### src/rtl/power_dac_scheduler.sv
// power_dac_scheduler: soft-start ramping of NCH power-channel setpoints,
// multiplexed onto one shared setpoint DAC through a valid/ready write port.
// Unpowered channels drop to zero at once, and that zero write jumps the queue.
module power_dac_scheduler #(
  parameter int NCH       = 2,
  parameter int VW        = 18,
  parameter int RAMP_STEP = 256,
  parameter int TICK_DIV  = 5000,
  localparam int CW       = (NCH > 1) ? $clog2(NCH) : 1
) (
  input  logic              clk,
  input  logic              rst,
  input  logic [NCH-1:0]    powered,
  input  logic [NCH-1:0]    mode,
  input  logic [NCH*VW-1:0] target,
  input  logic              dac_ready,
  output logic              dac_valid,
  output logic [CW-1:0]     dac_chan,
  output logic              dac_mode,
  output logic [VW-1:0]     dac_data,
  output logic [NCH-1:0]    settled
);

  localparam int TW = (TICK_DIV > 1) ? $clog2(TICK_DIV) : 1;
  localparam logic [TW-1:0] TICK_LAST = TW'(TICK_DIV - 1);
  localparam logic [VW:0]   STEP_X    = (VW+1)'(RAMP_STEP);

  typedef enum logic {IDLE, WRITE} state_t;

  state_t         state;
  logic [TW-1:0]  tick_count;
  logic           tick;

  logic [VW-1:0]  cur        [NCH];
  logic [VW-1:0]  cur_nxt    [NCH];
  logic [VW-1:0]  tgt        [NCH];
  logic [VW:0]    up_sum     [NCH];
  logic [VW:0]    dn_lim     [NCH];
  logic [VW-1:0]  ramp_val   [NCH];

  logic [NCH-1:0] dirty;
  logic [NCH-1:0] urgent;
  logic [NCH-1:0] dirty_set;
  logic [NCH-1:0] urgent_set;
  logic [NCH-1:0] grant_oh;
  logic [NCH-1:0] grant_clr;
  logic [CW-1:0]  grant_idx;
  logic           grant_any;
  logic [CW-1:0]  last_grant;

  assign tick = (tick_count == TICK_LAST);

  // Free-running ramp-rate divider; wraps on the tick cycle itself.
  always_ff @(posedge clk) begin
    if (rst) begin
      tick_count <= '0;
    end else if (tick) begin
      tick_count <= '0;
    end else begin
      tick_count <= tick_count + TW'(1);
    end
  end

  // Per-channel next applied value: clamped ramp step on ticks, forced zero when unpowered.
  always_comb begin
    for (int i = 0; i < NCH; i++) begin
      tgt[i]        = target[i*VW +: VW];
      up_sum[i]     = {1'b0, cur[i]} + STEP_X;
      dn_lim[i]     = {1'b0, tgt[i]} + STEP_X;
      ramp_val[i]   = cur[i];
      cur_nxt[i]    = cur[i];
      dirty_set[i]  = 1'b0;
      urgent_set[i] = 1'b0;

      if (cur[i] < tgt[i]) begin
        ramp_val[i] = (up_sum[i] < {1'b0, tgt[i]}) ? up_sum[i][VW-1:0] : tgt[i];
      end else if (cur[i] > tgt[i]) begin
        ramp_val[i] = (dn_lim[i] < {1'b0, cur[i]}) ? (cur[i] - STEP_X[VW-1:0]) : tgt[i];
      end

      if (!powered[i]) begin
        cur_nxt[i] = '0;
        if (cur[i] != '0) begin
          dirty_set[i]  = 1'b1;
          urgent_set[i] = 1'b1;
        end
      end else if (tick && (ramp_val[i] != cur[i])) begin
        cur_nxt[i]   = ramp_val[i];
        dirty_set[i] = 1'b1;
      end
    end
  end

  // Grant selection: lowest urgent channel first, otherwise round-robin after the last grant.
  always_comb begin
    grant_any = 1'b0;
    grant_idx = '0;
    grant_oh  = '0;
    for (int i = 0; i < NCH; i++) begin
      if (!grant_any && urgent[i]) begin
        grant_any   = 1'b1;
        grant_idx   = CW'(i);
        grant_oh[i] = 1'b1;
      end
    end
    for (int k = 1; k <= NCH; k++) begin
      for (int i = 0; i < NCH; i++) begin
        if (!grant_any && dirty[i] && (((int'(last_grant) + k) % NCH) == i)) begin
          grant_any   = 1'b1;
          grant_idx   = CW'(i);
          grant_oh[i] = 1'b1;
        end
      end
    end
  end

  assign grant_clr = (state == IDLE) ? grant_oh : '0;

  // Applied values and pending-write flags; a new change in the grant cycle keeps the flag set.
  always_ff @(posedge clk) begin
    if (rst) begin
      for (int i = 0; i < NCH; i++) begin
        cur[i] <= '0;
      end
      dirty  <= '0;
      urgent <= '0;
    end else begin
      for (int i = 0; i < NCH; i++) begin
        cur[i] <= cur_nxt[i];
      end
      dirty  <= (dirty  & ~grant_clr) | dirty_set;
      urgent <= (urgent & ~grant_clr) | urgent_set;
    end
  end

  // DAC write arbiter with registered outputs; the word is frozen until the handshake.
  always_ff @(posedge clk) begin
    if (rst) begin
      state      <= IDLE;
      dac_valid  <= 1'b0;
      dac_chan   <= '0;
      dac_mode   <= 1'b0;
      dac_data   <= '0;
      last_grant <= CW'(NCH - 1);
    end else begin
      case (state)
        IDLE: begin
          if (grant_any) begin
            dac_valid  <= 1'b1;
            dac_chan   <= grant_idx;
            dac_mode   <= mode[grant_idx];
            dac_data   <= cur[grant_idx];
            last_grant <= grant_idx;
            state      <= WRITE;
          end
        end
        WRITE: begin
          if (dac_ready) begin
            dac_valid <= 1'b0;
            state     <= IDLE;
          end
        end
        default: begin
          dac_valid <= 1'b0;
          state     <= IDLE;
        end
      endcase
    end
  end

  // A channel is settled once its target is reached and no write of it is pending or in flight.
  always_comb begin
    for (int i = 0; i < NCH; i++) begin
      settled[i] = powered[i] && (cur[i] == tgt[i]) && !dirty[i] &&
                   !(dac_valid && (dac_chan == CW'(i)));
    end
  end

endmodule

### config.mk
export PLATFORM = sky130hd
export DESIGN_NAME = power_dac_scheduler
export DESIGN_NICKNAME = d
export VERILOG_FILES = /design/src/rtl/power_dac_scheduler.sv
export SDC_FILE = /design/constraint.sdc
export NUM_CORES = 1
export LEC_CHECK = 0
export CELL_PAD_IN_SITES_DETAIL_PLACEMENT = 1
export CELL_PAD_IN_SITES_GLOBAL_PLACEMENT = 1
export CORE_ASPECT_RATIO = 1.5
export CORE_MARGIN = 8
export CORE_UTILIZATION = 40
export DETAILED_ROUTE_END_ITERATION = 16
export GPL_TIMING_DRIVEN = 1
export PLACE_DENSITY = 0.76
export RECOVER_POWER = 100
export SKIP_LAST_GASP = 1
export SYNTH_ARGS = -nofsm -noshare
export SYNTH_HDL_FRONTEND = slang
export SYNTH_SLANG_ARGS = --single-unit
### constraint.sdc
create_clock -name clk -period 6.6 [get_ports clk]
set_input_delay 0.99 -clock clk [delete_from_list [all_inputs] [get_ports clk]]
set_output_delay 0.99 -clock clk [all_outputs]
set_load 0.05 [all_outputs]
==> results of run 1 <==
## critical path, cell delays in order
cell                              delay [ps]
sky130_fd_sc_hd__clkdlybuf4s50_1         610
sky130_fd_sc_hd__inv_1                   130
sky130_fd_sc_hd__nor3_1                  190
sky130_fd_sc_hd__nand3_1                 170
sky130_fd_sc_hd__nor2_1                  220
sky130_fd_sc_hd__nand3_1                 110
sky130_fd_sc_hd__xnor2_1                 150
sky130_fd_sc_hd__ha_1                    300
sky130_fd_sc_hd__and3_1                  200
sky130_fd_sc_hd__nand4_1                 160
sky130_fd_sc_hd__o211ai_1                750
sky130_fd_sc_hd__o211ai_1                450
sky130_fd_sc_hd__a21oi_1                 400
sky130_fd_sc_hd__nor4_1                  130
sky130_fd_sc_hd__nor4_4                  280
sky130_fd_sc_hd__nand4_1                 430
sky130_fd_sc_hd__a21oi_1                 340
sky130_fd_sc_hd__nor3_1                  100
## layer usage
metal  wire (um)  vias to the layer above  global-route usage
met5           0                        -                   0
met4        1780                        0               0.151
met3        1060                       98              0.0207
met2       16000                      247               0.446
met1       11700                     4034               0.258
li1            -                     3984                   -
## through the flow
step	utilization	worst slack [ps]	power [uW]	instance area (um^2)
after CTS	0.466	907	1160	9190
after global placement	0.451	682	650	8880
final	0.464	637	1150	9150
after global routing	0.464	283	1190	9150
after floorplan	-	781	577	8020
after detailed placement	0.451	567	654	8880
## path summary, 6_finish.rpt
path              slack (ps)  cells after the start           from             to
hold / removal           450                      1  tick_count[0]  tick_count[0]
setup reg to reg        1390                     17      cur[0][8]     cur[0][14]
setup / recovery         640                     18     target[26]     cur[1][10]
hold reg to reg          450                      1  tick_count[0]  tick_count[0]
## final cells by class
cell class	instances	area share
multi-input cells	858	0.648
clock buffers	9	0.0246
flip-flops and latches	76	0.166
clock inverters	7	0.00889
inverters	82	0.0336
repair buffers	80	0.0830
well taps	260	0.0355
## where the power goes
part,internal [uW],total [uW],switching [uW],leakage (uW)
combinational,72.1,182,110,0.00290
clock,299,504,205,0.000147
sequential,460,461,1.14,0.000612
total,831,1150,317,0.00366
## registers in the layout (all words and copies together) (netlist names)
signal,flops
dac_valid,1
dirty,2
dac_mode,1
dac_chan,1
tick_count,13
last_grant,1
dac_data,18
cur,36
urgent,2
state,1
## kinds of logic after synthesis
kind of cell,synth area share
flip-flops,0.190
AND/OR/NAND/NOR,0.224
XOR/XNOR,0.0775
multiplexers,0.00624
buffers and inverters,0.0691
AO/OA/AOI/OAI,0.281
adder cells (fa/ha/maj),0.153
## layout by cell type, fill, tap and decap left out, drive strengths merged, types with 10 or more instances in the layout
master / instances
nor3: 34
dfxtp: 76
nand3: 80
o211ai: 11
a21oi: 103
a21o: 14
o21ai: 62
nand2: 53
xnor2: 45
clkdlybuf4s50: 40
nand4: 18
ha: 98
clkbuf: 10
o31ai: 11
inv: 85
nor4: 18
a211oi: 36
and3: 12
buf: 14
nor2: 107
dlygate4sd3: 25
xor2: 26
==> metrics list, run 1 <==
- Number of placed cells counting well taps: 1356
- In the final routed layout, each cell accounts on average for 22.3 um.
* Post-Layout Cell Count: 1372
- Worst-skew pair later-pin latency: 340 ps
- Post CTS Setup Buffer Count: 0
* Number of pins with negative max-slew slack in the final report: 34
- Of the synthesized area, sequential elements account for 0.190.
- Based on the critical path, the design can be clocked at up to 168 MHz.
* Post-synth EDFFs: 0
- VDD sags by at most 0.113 mV.
- Along the worst path, the maximum fanout reaches 11.
* Biggest area contributors in the synthesized netlist: sky130_fd_sc_hd__dfxtp_1 19%, sky130_fd_sc_hd__ha_1 15%, sky130_fd_sc_hd__a21oi_1 5.9%
* Dominant cell by count in the synthesized netlist: sky130_fd_sc_hd__nor2_1
- Counting flops with an async set or reset pin after synthesis yields a share of 0.
- HPWL after detailed placement: 24300 um
- Fraction of final layout cells sized beyond drive strength 1: 0.0612
- Setup repair after global routing left no endpoint under its margin.
- Storage element area: 0.00152 mm^2
* Hold violation count in the final report: 0
* Post-synthesis sequential element count: 76
* DRC violations left: 0
- In this run the vertical extent of the chip is 189 um.
- Drt via density: 6.10
* Clock tree from TritonCTS: done
- Summed over all layers, the global routing overflow is 0.
- Total via count in the routed design: 8363
- First-pass detailed-route iteration total: 5
- Path category of the worst min-delay check: flip-flop to flip-flop
- Cell area after synthesis: 0.00802 mm^2
- Number of warnings printed during yosys synthesis: 0
* Starting Density: 0.407
- The floorplan step set the die width to 132 um.
- The run finished, with violations left.
* CP Launch Type: input port
- Post-route clock period utilization: 0.903
* Count of filler cells inserted in the layout: 2491
* Area added between synthesis and finish: 14.1%
- The repair_antennas step left the layout with diodes totalling 0.
- Number of instances in the synthesized netlist: 1072
- For this design, the CTS-stage hold fixing added 0 buffers.
* Shortest period the worst path allows: 5960 ps
- Post-route clock skew: 10.6 ps
- At the end of the flow, the number of nets in the layout was 1248.
- Primary flip-flop cell chosen by synthesis mapping: sky130_fd_sc_hd__dfxtp_1
- The congestion estimate from routability-driven global placement came to 0.972.
- Clock sinks: 76
* CTS clock-pin slew for the worst setup and hold paths: 60 ps
- Relative slew slack: -0.0386
- The initial antenna violation count came to 0.
- For this block, the initial DRC count from the detailed router was 558.
- Power Dens Cells: 125 mW/mm^2
* Post-synth net total: 1213
* Final antenna-violating net count: 0
* Synth top area share: 0.190
- Violated checks: capacitance limit, slew limit
- Area of the placeable core: 0.0197 mm^2
* Pin count of the biggest net entering global routing: 40
- Site Rows: 63
- The tool flagged a number of max-cap violations equal to 1.
* Class of the most critical setup path: input port to flip-flop
- For the worst setup path, the data arrival time is 6130 ps.
- Number of global-route vias before repair: 8706
* Overall die area: 0.0249 mm^2
- Wire length of the first global-routing pass: 48100 um
* Mapped Avg Cell Area: 7.48 um^2
- Boundary Pins: 66
- Hold Slack: 449 ps
* Routed WL: 30500 um
* Number of cells upsized or downsized after cts: 0
* Port Buffers: 65
- Number of levels in the clock H-tree: 3
- Library cells used by synthesis: 87
- The worst setup path is captured at a flip-flop.
- CTS Root Cell: sky130_fd_sc_hd__clkbuf_16
- At the worst endpoint, the required time is 6770 ps.
- Counting instances in the post-synthesis netlist gives the leading cell types as 105 x sky130_fd_sc_hd__nor2_1, 98 x sky130_fd_sc_hd__ha_1, 94 x sky130_fd_sc_hd__a21oi_1.
- For the pin with the worst max-slew slack, the measured transition is 1560 ps.
* Summed negative setup slack over all endpoints: 0 ps
- Final Setup Violations: 0
* Cell taking the most area after synthesis: sky130_fd_sc_hd__dfxtp_1
- Clock Tree Buf Depth: 2
- TritonCTS created 9 clock buffers.
- Total global routing track utilization: 0.241
- Footprint of the multi-input gates: 0.00593 mm^2
- The analysis attributes to cell leakage a power of 0.00366 uW.
No activity file was read; power rests on OpenSTA's default activity.
==> run 2: changes to the inputs <==
- ABC_AREA: not set -> 1
- PLACE_DENSITY: 0.76 -> 0.8
==> run 2 against run 1 <==
Effect of this change:
- the run now ends clean
- combinational power fell by 8%
- via count up 30%
- clock skew down 2.3 ps
- non-clock buffer count grew 3
- sequential power is essentially flat
- count of clock-buffer cells in the layout up 2
==> metrics list, run 2 <==
* Status: finished, final reports clean
* Drt via density: 5.52 (-9.4%)
* CTS Root Cell: sky130_fd_sc_hd__clkbuf_16
- The worst setup path is launched from an input port.
- Total congestion overflow after global routing: 0 (unchanged)
- The first-pass GRT wire length is 57200 um (+19%).
- The post-layout instance count excluding filler cells is 1974 (+44%).
- Leading post-synthesis cells by instance count: 489 x sky130_fd_sc_hd__nand2_1, 271 x sky130_fd_sc_hd__nand3_1, 174 x sky130_fd_sc_hd__inv_1
- The total area of sequential cells is 0.00152 mm^2 (unchanged).
* Fraction of the yosys area taken by sequential cells: 0.160 (-0.0295)
- Setup repair after global routing left no endpoint under its margin.
- The worst vdd rail ir drop is 0.105 mV (-7.8%).
- Post-synth EDFFs: 0 (unchanged)
* Path category of the worst min-delay check: flip-flop to flip-flop
- The setup total negative slack came to 0 ps (unchanged).
- Total of hold buffers inserted after clock tree synthesis: 0 (unchanged)
- Post-synth net total: 1767 (+46%)
* Synth top area share: 0.193 (+0.00361)
* DRC violations left: 0 (unchanged)
- Final standard cell utilization of the core: 0.451 (-0.0138)
- Count of maximum capacitance violations: 0 (-1)
- Site Rows: 69 (+9.5%)
- Post-route clock skew: 8.36 ps (-2.29 ps)
* Starting Density: 0.404 (-0.00265)
- The remaining number of nets flagged by the antenna check after routing was 0 (unchanged).
- The post-detailed-route wirelength per cell is 17.7 um (-20%).
* Leading registers by flop count: cur: 36 flops, dac_data: 18 flops, tick_count: 13 flops
- The worst relative slew slack is 0.357 (+0.396).
- First-pass detailed-route iteration total: 5 (unchanged)
- By area the synthesized netlist is led by sky130_fd_sc_hd__nand2_1 19%, sky130_fd_sc_hd__dfxtp_1 16%, sky130_fd_sc_hd__nand3_1 14%.
- Number of global-route vias before repair: 11400 (+31%)
- Async set or reset register ratio after synthesis: 0 (unchanged)
* Cell taking the most area after synthesis: sky130_fd_sc_hd__nand2_1
* Shortest period the worst path allows: 5880 ps (-79.5 ps)
- Fraction of final layout cells sized beyond drive strength 1: 0.0417 (-0.0195)
- The area of the core region is 0.0235 mm^2 (+19%).
- The number of warnings issued by yosys came to 0 (unchanged).
- Number of levels in the clock H-tree: 3 (unchanged)
* Pin count of the biggest net entering global routing: 48 (+20%)
* Clock tree from TritonCTS: done
- Post-route clock period utilization: 0.891 (-0.0120)
- Total global routing track utilization: 0.244 (+0.00390)
* Die Y-Extent: 205 um (+8.1%)
- Worst slew pin tran: 963 ps (-595 ps)
- The synthesized instance count came to 1626 (+52%).
* Reg2reg path depth: 28 (+11)
- The final estimated routing congestion in global placement is 0.985 (+1.4%).
- The power consumption was 1160 uW (+1.4%).
- The clock net sink count came to 76 (unchanged).
- Register-to-register setup slack: 1480 ps (+90 ps)
* Clock Tree Buf Depth: 2 (unchanged)
* Class of the most critical setup path: input port to flip-flop
* Hold Path Cell Cnt: 1 (unchanged)
- Dominant cell by count in the synthesized netlist: sky130_fd_sc_hd__nand2_1
- The number of nets in the finished design came to 1792 (+44%).
- The total placed cells including tap cells is 1959 (+44%).
- The critical path arrival was 6110 ps (-20 ps).
- The number of vias after detailed routing was 10900 (+30%).
- Width of the chip: 142 um (+7.7%)
* Worst reg2reg path endpoint: cur[0][14]
- Power Dens Cells: 110 mW/mm^2 (-12%)
* Boundary Pins: 66 (unchanged)
* Worst-skew pair later-pin latency: 330 ps (about the same)
- Routed WL: 34900 um (+14%)
- Library cells used by synthesis: 44 (-49%)
- Most common cell after layout, fill and taps aside: sky130_fd_sc_hd__nand2_1
* Number of pins with negative max-slew slack in the final report: 0 (-100%)
- Worst R2R Start: cur[0][8]
- The number of hold violations in the final report is 0 (unchanged).
- Overall die area: 0.0290 mm^2 (+16%)
- The count of filler cells inserted in the layout came to 3352 (+35%).
- The initial antenna violation count came to 0 (unchanged).
- Ant diodes: 0 (unchanged)
* Most frequent cells in the layout: 491 x sky130_fd_sc_hd__nand2_1, 272 x sky130_fd_sc_hd__nand3_1, 175 x sky130_fd_sc_hd__inv_1
* Mapped Avg Cell Area: 5.84 um^2 (-22%)
* Post-synthesis sequential element count: 76 (unchanged)
- The final HPWL from detailed placement came to 28700 um (+18%).
- Primary flip-flop cell chosen by synthesis mapping: sky130_fd_sc_hd__dfxtp_1
* Highest clock rate: 170 MHz (+1.4%)
- The critical path required time is 6820 ps (+50 ps).
- Starting DRC count in detailed routing: 430 (-23%)
- The number of flip-flops in the largest register is 36 (unchanged).
* Footprint of the multi-input gates: 0.00687 mm^2 (+16%)
- Register with the highest flop count: cur
- The total of buffers placed on input and output ports was 65 (unchanged).
- End point of the worst hold path: tick_count[0]
- Cell area after synthesis: 0.00950 mm^2 (+18%)
- The total leakage power came to 0.00525 uW (+43%).
- Number of cells upsized or downsized after cts: 0 (unchanged)
* Critical Path Fanout Max: 25 (+14)
- The worst setup path is captured at a flip-flop.
- Worst hold path startpoint: tick_count[0]
- CTS clock-pin slew for the worst setup and hold paths: 60 ps (about the same)
* Area added between synthesis and finish: 11.4%
- Inserted Clock Buffers: 9 (unchanged)
- The number of post-CTS setup repair buffers came to 0 (unchanged).
* Final Setup Violations: 0 (unchanged)
-- run 2: cell types whose count changed in the layout (fill, tap and decap cells not counted), moves of 11 or more --
cell | before | now
sky130_fd_sc_hd__a31oi_1 | 5 | 21
sky130_fd_sc_hd__inv_1 | 77 | 175
sky130_fd_sc_hd__a211oi_1 | 34 | 0
sky130_fd_sc_hd__xnor2_1 | 45 | 1
sky130_fd_sc_hd__nand2_1 | 53 | 491
sky130_fd_sc_hd__nor3_1 | 32 | 17
sky130_fd_sc_hd__and3_1 | 12 | 1
sky130_fd_sc_hd__nor2_1 | 104 | 136
sky130_fd_sc_hd__o21ai_0 | 53 | 40
sky130_fd_sc_hd__nand3_1 | 79 | 272
-- run 2: worst max path at each step --
stage                          start          to  slack, ps  cells past startpoint
after floorplan           target[35]  settled[1]       1160                     10
after global placement     target[8]  cur[0][12]        970                     29
after detailed placement   target[8]  cur[0][13]        810                     29
after CTS                 target[33]  settled[1]       1060                     12
after global routing      target[28]  cur[1][14]        290                     25
final                     target[28]  cur[1][14]        720                     25
-- run 2: final cells by class --
class,count,area share
inverters,183,0.0649
well taps,319,0.0377
flip-flops and latches,76,0.144
multi-input cells,1298,0.650
clock inverters,4,0.00686
clock buffers,11,0.0239
repair buffers,83,0.0732
-- run 2: worst max-delay path, stage by stage --
cell,delay [ps]
sky130_fd_sc_hd__dlygate4sd3_1,610
sky130_fd_sc_hd__inv_1,120
sky130_fd_sc_hd__nor3_1,430
sky130_fd_sc_hd__nand3_1,200
sky130_fd_sc_hd__nor3_1,290
sky130_fd_sc_hd__nand3_1,140
sky130_fd_sc_hd__xor2_1,160
sky130_fd_sc_hd__ha_1,290
sky130_fd_sc_hd__nand3_1,90
sky130_fd_sc_hd__nor2_1,120
sky130_fd_sc_hd__nand2_1,90
sky130_fd_sc_hd__nand2_1,590
sky130_fd_sc_hd__nand3_2,420
sky130_fd_sc_hd__inv_1,180
sky130_fd_sc_hd__nand2_1,70
sky130_fd_sc_hd__nand3_1,100
sky130_fd_sc_hd__nand3_1,100
sky130_fd_sc_hd__nand2_1,80
sky130_fd_sc_hd__nand3_1,70
sky130_fd_sc_hd__nor2_1,190
sky130_fd_sc_hd__nand3_4,280
sky130_fd_sc_hd__nand2_2,260
sky130_fd_sc_hd__nand2_1,80
sky130_fd_sc_hd__nand2_1,60
sky130_fd_sc_hd__nor2_1,50
-- run 2: logic make-up (layout without fill, tap and decap cells) --
family,Yosys count,count (layout),synth area share
AOI/OAI and AO/OA,175,175,0.102
xor gates and xnor gates,37,37,0.0341
adders and majority gates,98,98,0.129
buffers and inverters,252,281,0.115
DFF,76,76,0.160
muxes,2,2,0.00211
and+or+nand+nor,986,986,0.458
-- run 2: metrics by stage --
| stage | hold WS, ps | setup slack [ps] | area [um^2] |
|---|---|---|---|
| 6_report | 456 | 717 | 10600 |
| 3_3_place_gp | 432 | 966 | 10300 |
| 5_1_grt | 474 | 286 | 10600 |
| 2_1_floorplan | 418 | 1160 | 9500 |
| 4_1_cts | 459 | 1060 | 10600 |
| 3_5_place_dp | 444 | 814 | 10300 |
-- run 2: metal layers --
layer,routed length (um),track usage
met3,839,0.0187
met5,0,0
met2,18700,0.472
met4,2020,0.150
met1,13300,0.249
-- run 2: power breakdown --
group / internal, uW / total, uW / switching, uW
sequential: 460 / 462 / 1.21
combinational: 65.0 / 168 / 103
clock: 349 / 534 / 185
==> edit 1: new RTL, flow settings as in run 2 <==
Set the parameter `NCH` to 1 (it was 2).
--- a/src/rtl/power_dac_scheduler.sv
+++ b/src/rtl/power_dac_scheduler.sv
@@ -2,7 +2,7 @@
 // multiplexed onto one shared setpoint DAC through a valid/ready write port.
 // Unpowered channels drop to zero at once, and that zero write jumps the queue.
 module power_dac_scheduler #(
-  parameter int NCH       = 2,
+  parameter int NCH       = 1,
   parameter int VW        = 18,
   parameter int RAMP_STEP = 256,
   parameter int TICK_DIV  = 5000,
Interface: changed (resized mode, powered, settled and target); port bits go from 66 to 45. No check against the original RTL was run, so the function may have changed too.
==> edit 1 against run 2 <==
  * Routed wire length is 44% lower
  * Area after synthesis is 42% lower
  * Count of clock-buffer cells in the layout is 5 lower
  * Critical path depth is 1 higher
  * Highest routed layer unchanged
  * Total power is 40% lower
  * Worst setup slack better by 0.38 ns
  * Largest cell class unchanged
  * Synthesized cell count is 44% lower
  * Hold slack worse by 0.0048 ns
  * Register-to-register slack better by 0.51 ns
  * Sequential cell count is 22 lower
  * Die area is 39% lower
  * Critical endpoint is now cur[0][2]
  * Utilization is 0.29 points higher
  * Final area is 42% lower
==> edit 1: results (changes against run 2) <==
* Status: completed
* Commonest cells in the netlist: 261 x nand2_1, 122 x nand3_1, 101 x inv_1
* Synth Area in Adders at 0.114 (-0.0149)
* Top cells by area, synth: dfxtp_1 20%, nand2_1 18%, ha_1 11%, nand3_1 11%, inv_1 6.9%
* Synth unique cells at 41 (-6.8%)
* DR vias at 6001 (-45%)
* Post-synthesis mux area share at 0 (-0.00211)
* Met3 wire length at 651 um (-22%)
* Final HPWL DP at 15.9 mm (-45%)
* Vias in the first global route at 6051 (-47%)
* DR WL/cell at 18.0 um (+2.0%)
* Synthesized area per cell at 6.06 sq um (+3.7%)
* Worst path arrival time at 5.69 ns (-0.42 ns)
* CP Launch Point: target[10]
* GRT Overall Usage at 0.219 (-0.0255)
* Number of buffers created by CTS at 5 (-4)
* Switching Share at 0.264 (+0.0147)
* Clock Skews at 0.0107 ns (+0.00238 ns)
* Post-synthesis sequential area ratio at 0.197 (+0.0372)
* Combinational share of power at 0.133 (-0.012)
* Worst-Margin Slew at 0.716 ns (-0.246 ns)
* H-tree level count at 2 (-1)
* Largest regs: cur: 18 flops, dac_data: 18 flops, tick_count: 13 flops
* Fraction of layout cells with a size suffix above 1 at 0.0526 (+0.0109)
* Dpl ws at 1.17 ns (+0.355 ns)
* FF-to-FF path depth at 21 (-25%)
* Net Count, Synth at 977 (-45%)
* CP endpoint: cur[0][2]
* Placement Cell Area at 5950 sq um (-42%)
## edit 1: changes by cell type after synthesis, sizes merged, moves of 25 or more
cell / delta
nand2: -230
nand3: -153
buf: -25
ha: -48
a21oi: -44
nor2: -50
inv: -71
## edit 1: cell type report
type | count | area [sq um]
well taps | 162 | 203
inverters | 113 | 424
flip-flops and latches | 54 | 1080
repair buffers | 49 | 475
fillers | 1862 | 7360
clock inverters | 2 | 16.3
clock buffers | 6 | 139
multi-input cells | 707 | 3770
## edit 1: per-layer routing
metal | vias up | GRT usage
met2 | 141 | 0.403
met4 | 0 | 0.126
met1 | 2836 | 0.237
met5 | - | 0
li1 | 2968 | -
met3 | 56 | 0.0220
## edit 1: worst register-to-register path, delay by kind of cell (launching register included)
kind	cells	cell delay [ns]
AND/OR/NAND/NOR	17	2.47
adder cells (fa/ha/maj)	2	0.91
flip-flops	1	0.55
buffers and inverters	1	0.51
AO/OA/AOI/OAI	1	0.07
==> edit 2: new RTL, settings of run 2 <==
Without the edit above. Put a register stage on the output `settled`. The value now appears one clock later. The other outputs are not delayed to match.
--- a/src/rtl/power_dac_scheduler.sv
+++ b/src/rtl/power_dac_scheduler.sv
@@ -26,6 +26,8 @@
   localparam logic [VW:0]   STEP_X    = (VW+1)'(RAMP_STEP);
 
   typedef enum logic {IDLE, WRITE} state_t;
+
+  logic [NCH-1:0] settled_d;
 
   state_t         state;
   logic [TW-1:0]  tick_count;
@@ -171,10 +173,14 @@
   // A channel is settled once its target is reached and no write of it is pending or in flight.
   always_comb begin
     for (int i = 0; i < NCH; i++) begin
-      settled[i] = powered[i] && (cur[i] == tgt[i]) && !dirty[i] &&
+      settled_d[i] = powered[i] && (cur[i] == tgt[i]) && !dirty[i] &&
                    !(dac_valid && (dac_chan == CW'(i)));
     end
   end
 
+  always_ff @(posedge clk) begin
+    settled <= settled_d;
+  end
+
 endmodule
 
Check against the original RTL: not equivalent (a bounded check fails within 4 cycles, from zero or initial values and one cycle with rst high).
==> edit 2 against run 2 <==
  * Worst setup slack got worse by 0.24 ns
  * Critical path depth is 1 higher
  * Routed wire length rose by 2.8%
  * Final area fell by 0.69%
  * Sequential power grew 3%
  * Total power shrank 4.5%
  * Sequential cell count grew 2
  * Maximum frequency down 4.0%
  * Area after synthesis is 0.17% lower
==> edit 2: results (changes against run 2) <==
* Largest net degree at the start of global routing at 40 (-17%)
* Endpoint of the worst-slack reg-to-reg timing path: cur[1][0]
* Fraction of area in multi-input gates at 0.654 (+0.00424)
* Met3 Usage GRT at 0.0173 (-0.00140)
* Synth Area in Adders at 0.129 (+0.000221)
* CP max FO at 22 (-12%)
* Grt met2 use at 0.495 (+0.0231)
* Status: completed
* Final wirelength at 35.9 mm (+2.8%)
* Starting DRT DRC Count at 431 (+0.23%)
* Global-route wire length before repair at 57.9 mm (+1.3%)
* Leakage at 5.38 nW (+2.6%)
* Post-synthesis mux area share at 0 (-0.00211)
* Hold slack at 0.471 ns (+0.0149 ns)
* DR WL met2 at 19.5 mm (+4.3%)
* Placed instance count at 1946 (-0.66%)
* CTS Sinks at 78 (+2.6%)
* Final HPWL DP at 29.5 mm (+2.8%)
* Register Area at 1560 sq um (+2.6%)
* Vias in the first global route at 11.4k (-0.44%)
* #MultiIn Comb at 1293 (-0.39%)
* Met3 wire length at 834 um (-0.60%)
* Clk cell area share at 0.0262 (-0.00455)
* Met1 usage at 0.244 (-0.00489)
* Post-synthesis sequential area ratio at 0.165 (+0.00450)
* Clock buffers at 13 (+2)
* Commonest cells in the netlist: 488 x nand2_1, 251 x nand3_1, 174 x inv_1
* DRT met1 WL at 13.5 mm (+1.1%)
* Dpl ws at 0.405 ns (-0.409 ns)
[edit 2: changes by cell type in the layout (fill, tap and decap cells not counted), sizes merged, moves of 2 or more]
| cell | delta |
|---|---|
| bufinv | -2 |
| nor2 | +3 |
| dlygate4sd3 | +2 |
| dfxtp | +2 |
| nand2 | +2 |
| o21a | +2 |
| mux2i | -2 |
| nand4 | +7 |
| clkdlybuf4s50 | -2 |
| buf | -6 |
| nand3 | -23 |
| xor2 | +6 |
[edit 2: worst max-delay path: cells and delay by family]
family                     cells  cell delay (ns)
adders and majority gates      1             0.31
buffers and inverters          2             0.75
xor gates and xnor gates       1             0.17
and+or+nand+nor               21             4.02
AOI/OAI and AO/OA              1             0.09
[edit 2: worst max-delay path by stage]
stage,endpoint,depth (start not counted)
after floorplan,cur[0][10],27
after global placement,cur[0][17],29
after detailed placement,cur[0][17],29
after CTS,cur[0][13],29
after global routing,cur[1][16],26
final,cur[1][0],26
